File: src/rtl/product_accumulator.sv
// product_accumulator
//
// Sums COUNT unsigned 2N-bit products from the multiplier into one W-bit
// frame result. The result is offered on an output valid/ready handshake.
// The block does not accept new products while a result is held. The next
// frame starts only after the result is taken.
//
// Parameters:
//   N      multiplier operand width (product input is 2N bits)
//   COUNT  products per frame (>= 1)
//   W      accumulator / result width (>= 2N)
//
// Ports:
//   clk        rising-edge clock
//   rst_n      asynchronous active-low reset
//   clear      synchronous frame abort; overrides every other event
//   in_valid   product available
//   in_ready   product accepted this cycle (high only while accumulating)
//   in_p       unsigned 2N-bit product
//   out_valid  frame result available
//   out_ready  consumer takes the result
//   out_sum    frame sum (reads 0 while accumulating)
//   out_ovf    at least one carry out of W bits occurred in the frame
//
// Configuration macro:
//   SAT_ACCUM_EN  defined   -> accumulator clamps to 2^W-1 on carry-out
//                 undefined -> accumulator wraps modulo 2^W
module product_accumulator #(
  parameter int N     = 4,
  parameter int COUNT = 4,
  parameter int W     = 2*N+2
) (
  input  logic           clk,
  input  logic           rst_n,
  input  logic           clear,
  input  logic           in_valid,
  output logic           in_ready,
  input  logic [2*N-1:0] in_p,
  output logic           out_valid,
  input  logic           out_ready,
  output logic [W-1:0]   out_sum,
  output logic           out_ovf
);

  localparam int CNT_W = $clog2(COUNT+1);
  localparam logic [CNT_W-1:0] LAST_CNT = CNT_W'(COUNT-1);

  typedef enum logic [0:0] {
    ACCUM = 1'b0,
    HOLD  = 1'b1
  } state_t;

  state_t           state_q, state_d;
  logic [W-1:0]     acc_q, acc_d;
  logic [CNT_W-1:0] cnt_q, cnt_d;
  logic             ovf_q, ovf_d;
  logic [W-1:0]     sum_q, sum_d;
  logic             sovf_q, sovf_d;

  // W+1-bit sum of accumulator and zero-extended product; the MSB is the
  // carry out of the W-bit accumulator.
  function automatic logic [W:0] add_wide(input logic [W-1:0] a,
                                          input logic [2*N-1:0] p);
    return {1'b0, a} + {{(W+1-2*N){1'b0}}, p};
  endfunction

  // Reduce the widened sum back to W bits. In saturating mode a clamped
  // accumulator stays clamped: any non-zero product carries again, and a
  // zero product leaves 2^W-1 unchanged.
  function automatic logic [W-1:0] sat_or_wrap(input logic [W:0] s);
`ifdef SAT_ACCUM_EN
    return s[W] ? {W{1'b1}} : s[W-1:0];
`else
    return s[W-1:0];
`endif
  endfunction

  logic       in_fire;
  logic       out_fire;
  logic [W:0] acc_wide;

  assign in_fire  = in_valid  && (state_q == ACCUM);
  assign out_fire = out_ready && (state_q == HOLD);
  assign acc_wide = add_wide(acc_q, in_p);

  // Next-state logic
  always_comb begin
    state_d = state_q;
    acc_d   = acc_q;
    cnt_d   = cnt_q;
    ovf_d   = ovf_q;
    sum_d   = sum_q;
    sovf_d  = sovf_q;

    if (clear) begin
      // Abort: drop any partial frame, any held result and any product
      // presented in this same cycle.
      state_d = ACCUM;
      acc_d   = '0;
      cnt_d   = '0;
      ovf_d   = 1'b0;
      sum_d   = '0;
      sovf_d  = 1'b0;
    end else begin
      unique case (state_q)
        ACCUM: begin
          if (in_fire) begin
            if (cnt_q == LAST_CNT) begin
              // Final product: publish the result into the output registers
              // and reset the working accumulator for the next frame.
              state_d = HOLD;
              cnt_d   = '0;
              sum_d   = sat_or_wrap(acc_wide);
              sovf_d  = ovf_q | acc_wide[W];
              acc_d   = '0;
              ovf_d   = 1'b0;
            end else begin
              cnt_d = cnt_q + 1'b1;
              acc_d = sat_or_wrap(acc_wide);
              ovf_d = ovf_q | acc_wide[W];
            end
          end
        end
        HOLD: begin
          if (out_fire) begin
            state_d = ACCUM;
            sum_d   = '0;
            sovf_d  = 1'b0;
          end
        end
        default: state_d = ACCUM;
      endcase
    end
  end

  // State and datapath registers
  always_ff @(posedge clk or negedge rst_n) begin
    if (!rst_n) begin
      state_q <= ACCUM;
      acc_q   <= '0;
      cnt_q   <= '0;
      ovf_q   <= 1'b0;
      sum_q   <= '0;
      sovf_q  <= 1'b0;
    end else begin
      state_q <= state_d;
      acc_q   <= acc_d;
      cnt_q   <= cnt_d;
      ovf_q   <= ovf_d;
      sum_q   <= sum_d;
      sovf_q  <= sovf_d;
    end
  end

  // Outputs come straight from registers; no input reaches an output
  // combinationally.
  assign in_ready  = (state_q == ACCUM);
  assign out_valid = (state_q == HOLD);
  assign out_sum   = sum_q;
  assign out_ovf   = sovf_q;

endmodule

File: config.mk
export PLATFORM = sky130hd
export DESIGN_NAME = product_accumulator
export DESIGN_NICKNAME = d
export VERILOG_FILES = /design/src/rtl/product_accumulator.sv
export SDC_FILE = /design/constraint.sdc
export NUM_CORES = 1
export LEC_CHECK = 0
export ABC_AREA = 1
export BUFFER_PORTS_ARGS = -buffer_cell sky130_fd_sc_hd__buf_2
export CAP_MARGIN = 20
export CORE_ASPECT_RATIO = 0.6
export CORE_UTILIZATION = 59
export DETAILED_ROUTE_END_ITERATION = 6
export GPL_TIMING_DRIVEN = 0
export MAX_ROUTING_LAYER = met4
export PLACE_DENSITY = 0.83
export SLEW_MARGIN = 20
export SYNTH_ARGS = -nofsm -noshare
export SYNTH_HDL_FRONTEND = slang
export SYNTH_SLANG_ARGS = --single-unit
File: constraint.sdc
create_clock -name clk -period 2.6 [get_ports clk]
set_clock_uncertainty 0.1 [all_clocks]
set_input_delay 0.26 -clock clk [delete_from_list [all_inputs] [get_ports clk]]
set_output_delay 0.26 -clock clk [all_outputs]
set_load 0.01 [all_outputs]
# == Word-level counts from Yosys, hierarchy flattened ==
# Cells that the tools add are included.
# totals
reg_bits,26
in_bits,13
wordCells,47
# classes
addsub,2
n_eq_ne,5
mux,27
n_bitwise,2
reduce_logical,5
# ops
operator,n
$mux W10,8
$pmux W10 S2,1
$mux W1,12
$mux W3,4
$add A10 B8 Y11,1
$ne A3 B2 Y1 const B,3
$pmux W1 S2,2
$add A3 B1 Y3 const B,1
$eq A3 B2 Y1 const B,1
$reduce_and A3 Y1,1
$logic_and A1 B1 Y1,2
$ne A2 B2 Y1 const B,1
$reduce_and A2 Y1,1
$reduce_bool A2 Y1,1
$not A1 Y1,1
$or A1 B1 Y1,1

# == Longest topological paths before layout ==
# depth
word_depth,6
ltp_mapped,10
depth_no_buf,10

# == Least setup slack after synthesis ==
# No wires, ideal clock.
# synth_timing
path_kind,flip-flop to flip-flop
start,reg acc_q[0]
end,"reg sum_q[8], in the netlist out_sum[8]"
setup_time_ns,0.117
arrival_ns,1.457
path_slack_ns,0.925
stages_incl_launch_ff,10
path_buffers,0
path_cell_list,dfrtp_1 ha_1 inv_1 fa_1 o21ai_1 nand2_1 nand2_1 nand2_1 nand3_1 nand2_1
# synth_via
elab_chain_len,5
# synth_rtl
element,line,text
"start, declared",54,"logic [W-1:0] acc_q, acc_d;"
"start signal, assigned",140,acc_q <= '0;
"start signal, assigned",147,acc_q <= acc_d;
$add A10 B8 Y11,64,"return {1'b0, a} + {{(W+1-2*N){1'b0}}, p};"
$mux W10,108,if (cnt_q == LAST_CNT) begin
$mux W10,107,if (in_fire) begin
$pmux W10 S2,105,unique case (state_q)
$mux W10,95,if (clear) begin
"end signal, assigned",150,sum_q <= sum_d;
"end, declared",57,"logic [W-1:0] sum_q, sum_d;"
# No other way between the ends. The select of a mux whose other input is x is not followed.
# A chain may end at the register's enable or synchronous reset.

# == Worst setup path in the final report ==
# layout_timing
start,reg acc_q[0]
end,"reg sum_q[6], in the netlist out_sum[6]"
# Same word-level chain as after synthesis.

==> qor.log <==
[critical_path] cell with the largest stage delay on the worst path sky130_fd_sc_hd__fa_1
[grt] antenna violations before repair 0
[sta] Post-Route Setup TNS 0 ns
[layout] number of nets in the layout 255
[synth] largest area contributor in the netlist sky130_fd_sc_hd__dfrtp_1
[critical_path] CP cell instances ha_1, inv_1, fa_1, o21ai_1, nand2_1, nand2_1, nand2_1, nand3_1, nand2_1
[critical_path] kind of critical path flip-flop to flip-flop
[synth] Mapped Nets 224
[placed_design] routability congestion estimate 0.9117
[sta] max-slew violation total from the final report 0
[layout] Antenna Cells 0
[synth] leading post-synthesis cells by cell area sky130_fd_sc_hd__dfrtp_1 (42%), sky130_fd_sc_hd__nand2_1 (17%), sky130_fd_sc_hd__ha_1 (7.2%)
[critical_path] element type at the critical path end flip-flop
[critical_path] count of cells along the worst register-to-register path 9
[grt] Tot GR Track Use 30.60%
[route] length of the first detailed-routing pass in iterations 4
[floorplan] Std-Cell Rows 13
[cts] maximum level of the CTS H-tree 1
[sta] Worst-Margin Slew 0.5761 ns
[cts] clock-pin slew of the registers on the worst-case setup and hold paths 0.09 ns
[sta] number of failing hold endpoints at the final stage 0
[sta] worst relative slew slack 61.59%
[critical_path] startpoint of the most critical register-to-register path acc_q[0]
[cts] Post-CTS Setup Bufs 0
[cts] clock root buffer master sky130_fd_sc_hd__clkbuf_8
[synth] cell count after synthesis 201
[cts] clock tree from TritonCTS built
[critical_path] startpoint kind of the worst setup timing path flip-flop
[critical_path] Critical Path Start acc_q[0]
[floorplan] die span in y 41.77 um
[run] number of maximum-capacitance violations 0
[floorplan] placeable core region 0.002326 mm^2
[critical_path] required time reported for the critical path endpoint 2.67 ns
[outcome] run status complete, no violations
[floorplan] initial cell density of the core 66.86%
[route] number of design rule violations left after detail routing 0
[layout] share of the core filled with cells 77.35%
[critical_path] dominant delay contributor by cell family on the critical path adder cells
[worst_hold_path] path category of the worst min-delay check primary input to flip-flop
[critical_path] worst-case register-to-register setup slack 0.59 ns
[critical_path] Bufs and invs on worst path 1
[critical_path] Most common cell on crit path sky130_fd_sc_hd__nand2_1
[synth] Synth Area per Inst 7.738 um^2
[cts] Worst-Skew Late Latency 0.27 ns
[sta] upper clock frequency limit 497.2 MHz
[cts] total CTS buffers 3
[synth] proportion of synthesized chip area in sequential cells 41.83%
[sta] fin crit period 2.011 ns
[pwr] worst-case vdd ir drop 0.0004480 V
[route] final antenna-violating net count 0
[layout] proportion of layout cells with a drive suffix above 1 16.88%
[grt] leftover overflow at the end of global routing 0
[grt] via count of the first global-routing pass 1274
[route] 1st-iter DRT viols 124
[synth] total of flip-flops plus latches after synthesis 26
[route] top sig layer met4
[route] Detailed Route WL 3721 um
[route] routed vias 1442
[critical_path] Critical R2R Capture out_sum[6]
[placed_design] HPWL after detailed placement 2830 um
[critical_path] Worst setup endpoint out_sum[6]
[placed_design] count of buffers inserted at the top-level ports 25
[grt] pin count of the biggest net entering global routing 27
[floorplan] DIE AREA 0.002852 mm^2
[synth] area share of the leading cell type in the synthesized netlist 41.83%
[cts] number of buffers on the longest clock path 2
[pwr] Power per Cell Area 635.4 mW/mm^2
[synth] number of warning messages in the yosys log 0
[grt] first-pass GRT wire length 6085 um
[cts] CTS sink cnt 26
[route] routed len/inst 14.26 um
[floorplan] die extent in x 68.28 um
[layout] Area Growth Syn to Fin 15.69%
[floorplan] io pins 26
[route] met1 wire length 1850 um
[sta] fin crit share 77.36%
[sta] RSZ-0062 raised after global routing false
[synth] Synth cell types 26
[layout] fill cell instance count of the final layout 191
[route] routed length on met2 1480 um
[critical_path] top fanout value on the critical path 3
[route] detailed-route vias per instance 5.525
[critical_path] number of logic stages on the critical path including buffering 9
[critical_path] stage delay of the slowest cell on the critical path 0.43 ns
[critical_path] Arr. time, crit path 2.08 ns
[sta] final setup violation count 0
[route] met3 routed wirelength 344 um
[synth] cell area after synthesis 0.001555 mm^2
[pwr] Lkg Pwr 1.034 nW
layout by cell type, fill, tap and decap left out, types with 2 or more instances in the layout:
cell,Yosys,layout
sky130_fd_sc_hd__buf_2,1,26
sky130_fd_sc_hd__o21ai_0,6,6
sky130_fd_sc_hd__a21oi_1,5,5
sky130_fd_sc_hd__clkbuf_8,0,3
sky130_fd_sc_hd__dfrtp_1,26,26
sky130_fd_sc_hd__nand2_1,71,71
sky130_fd_sc_hd__o31ai_1,4,4
sky130_fd_sc_hd__nand2_2,3,3
sky130_fd_sc_hd__nand3_1,18,18
sky130_fd_sc_hd__ha_1,9,9
sky130_fd_sc_hd__nor2_1,14,14
sky130_fd_sc_hd__xor2_1,3,3
sky130_fd_sc_hd__nand3b_1,4,4
sky130_fd_sc_hd__inv_1,22,22
sky130_fd_sc_hd__o21ai_1,2,2
sky130_fd_sc_hd__nand2_4,2,2
synth_stat cells (all sizes together):
cell type,instances
a21boi,1
a21oi,5
a32o,1
buf,2
dfrtp,26
fa,1
ha,9
inv,23
nand2,76
nand3,18
nand3b,4
nand4,1
nor2,15
o21a,1
o21ai,9
o21bai,1
o31ai,4
o41ai,1
xor2,3
how the worst min path moves through the flow:
stage	start	to	slack, ns	cells after the start
2_1_floorplan	rst_n	acc_q[0]	-0.14	0
3_3_place_gp	rst_n	acc_q[6]	0.17	1
3_5_place_dp	rst_n	acc_q[6]	0.18	1
4_1_cts	out_ready	out_valid	0.14	4
5_1_grt	out_ready	out_valid	0.14	4
6_report	out_ready	out_valid	0.15	4
routing by layer:
metal  GRT usage (%)  vias up
met1           47.55      640
li1                -      708
met4           7.500        0
met3           7.967        6
met5               -        -
met2           38.63       88
state kept, by name (all words and copies together), names as in the netlist:
register   flops
acc_q         10
cnt_q          3
out_ovf        1
out_sum       10
out_valid      1
ovf_q          1
area by class of cell:
class                           instances  area (um^2)  share of cell area (%)
Buffer                                  2        16.27                  0.9040
Tap cell                               30        37.54                   2.086
Sequential cell                        26        650.6                   36.16
Inverter                               23        86.33                   4.798
Clock inverter                          1        30.03                   1.669
Multi-Input combinational cell        150        802.0                   44.58
Clock buffer                            3        41.29                   2.295
Timing Repair Buffer                   26        135.1                   7.510
report_power, final:
part | switching (W) | internal [W]
logic | 0.000206 | 0.000117
clock network | 0.000130 | 0.000206
registers | 0.0000317 | 0.000452
total | 0.000368 | 0.000775
worst reg2reg max path, delay by kind of cell (launching register included):
kind / cells / cell delay (ns)
compound gates: 1 / 0.29
fa+ha+maj: 2 / 0.64
buf+inv: 1 / 0.09
flops: 1 / 0.36
simple gates: 5 / 0.43
what timing repair did:
| item | CTS | global route |
|---|---|---|
| resized for setup | 0 | 0 |
| endpoints found under the hold margin | 26 | 0 |
| hold buffers | 1 | 0 |
per-stage QoR:
| step | cells | worst slack [ns] | cell area (um^2) | power, W | hold slack [ns] |
|---|---|---|---|---|---|
| floorplan | 201 | 0.9254 | 1555 | 0.0006978 | -0.1356 |
| finish | 261 | 0.5886 | 1799 | 0.001143 | 0.1474 |
| CTS | 261 | 0.6258 | 1799 | 0.001142 | 0.1420 |
| global placement | 256 | 0.7016 | 1718 | 0.0007886 | 0.1717 |
| detailed placement | 256 | 0.6678 | 1718 | 0.0008018 | 0.1813 |
| global route | 261 | 0.4795 | 1799 | 0.001215 | 0.1405 |
cell families (layout without fill, tap and decap cells):
group	after synthesis	count (layout)	synth area share [%]
flip-flops	26	26	41.83
buffers and inverters	25	55	6.596
XOR/XNOR	3	3	1.690
AND/OR/NAND/NOR	114	114	32.02
AO/OA/AOI/OAI	23	23	9.333
adder cells (fa/ha/maj)	10	10	8.528
No activity file was read; power rests on OpenSTA's default activity.
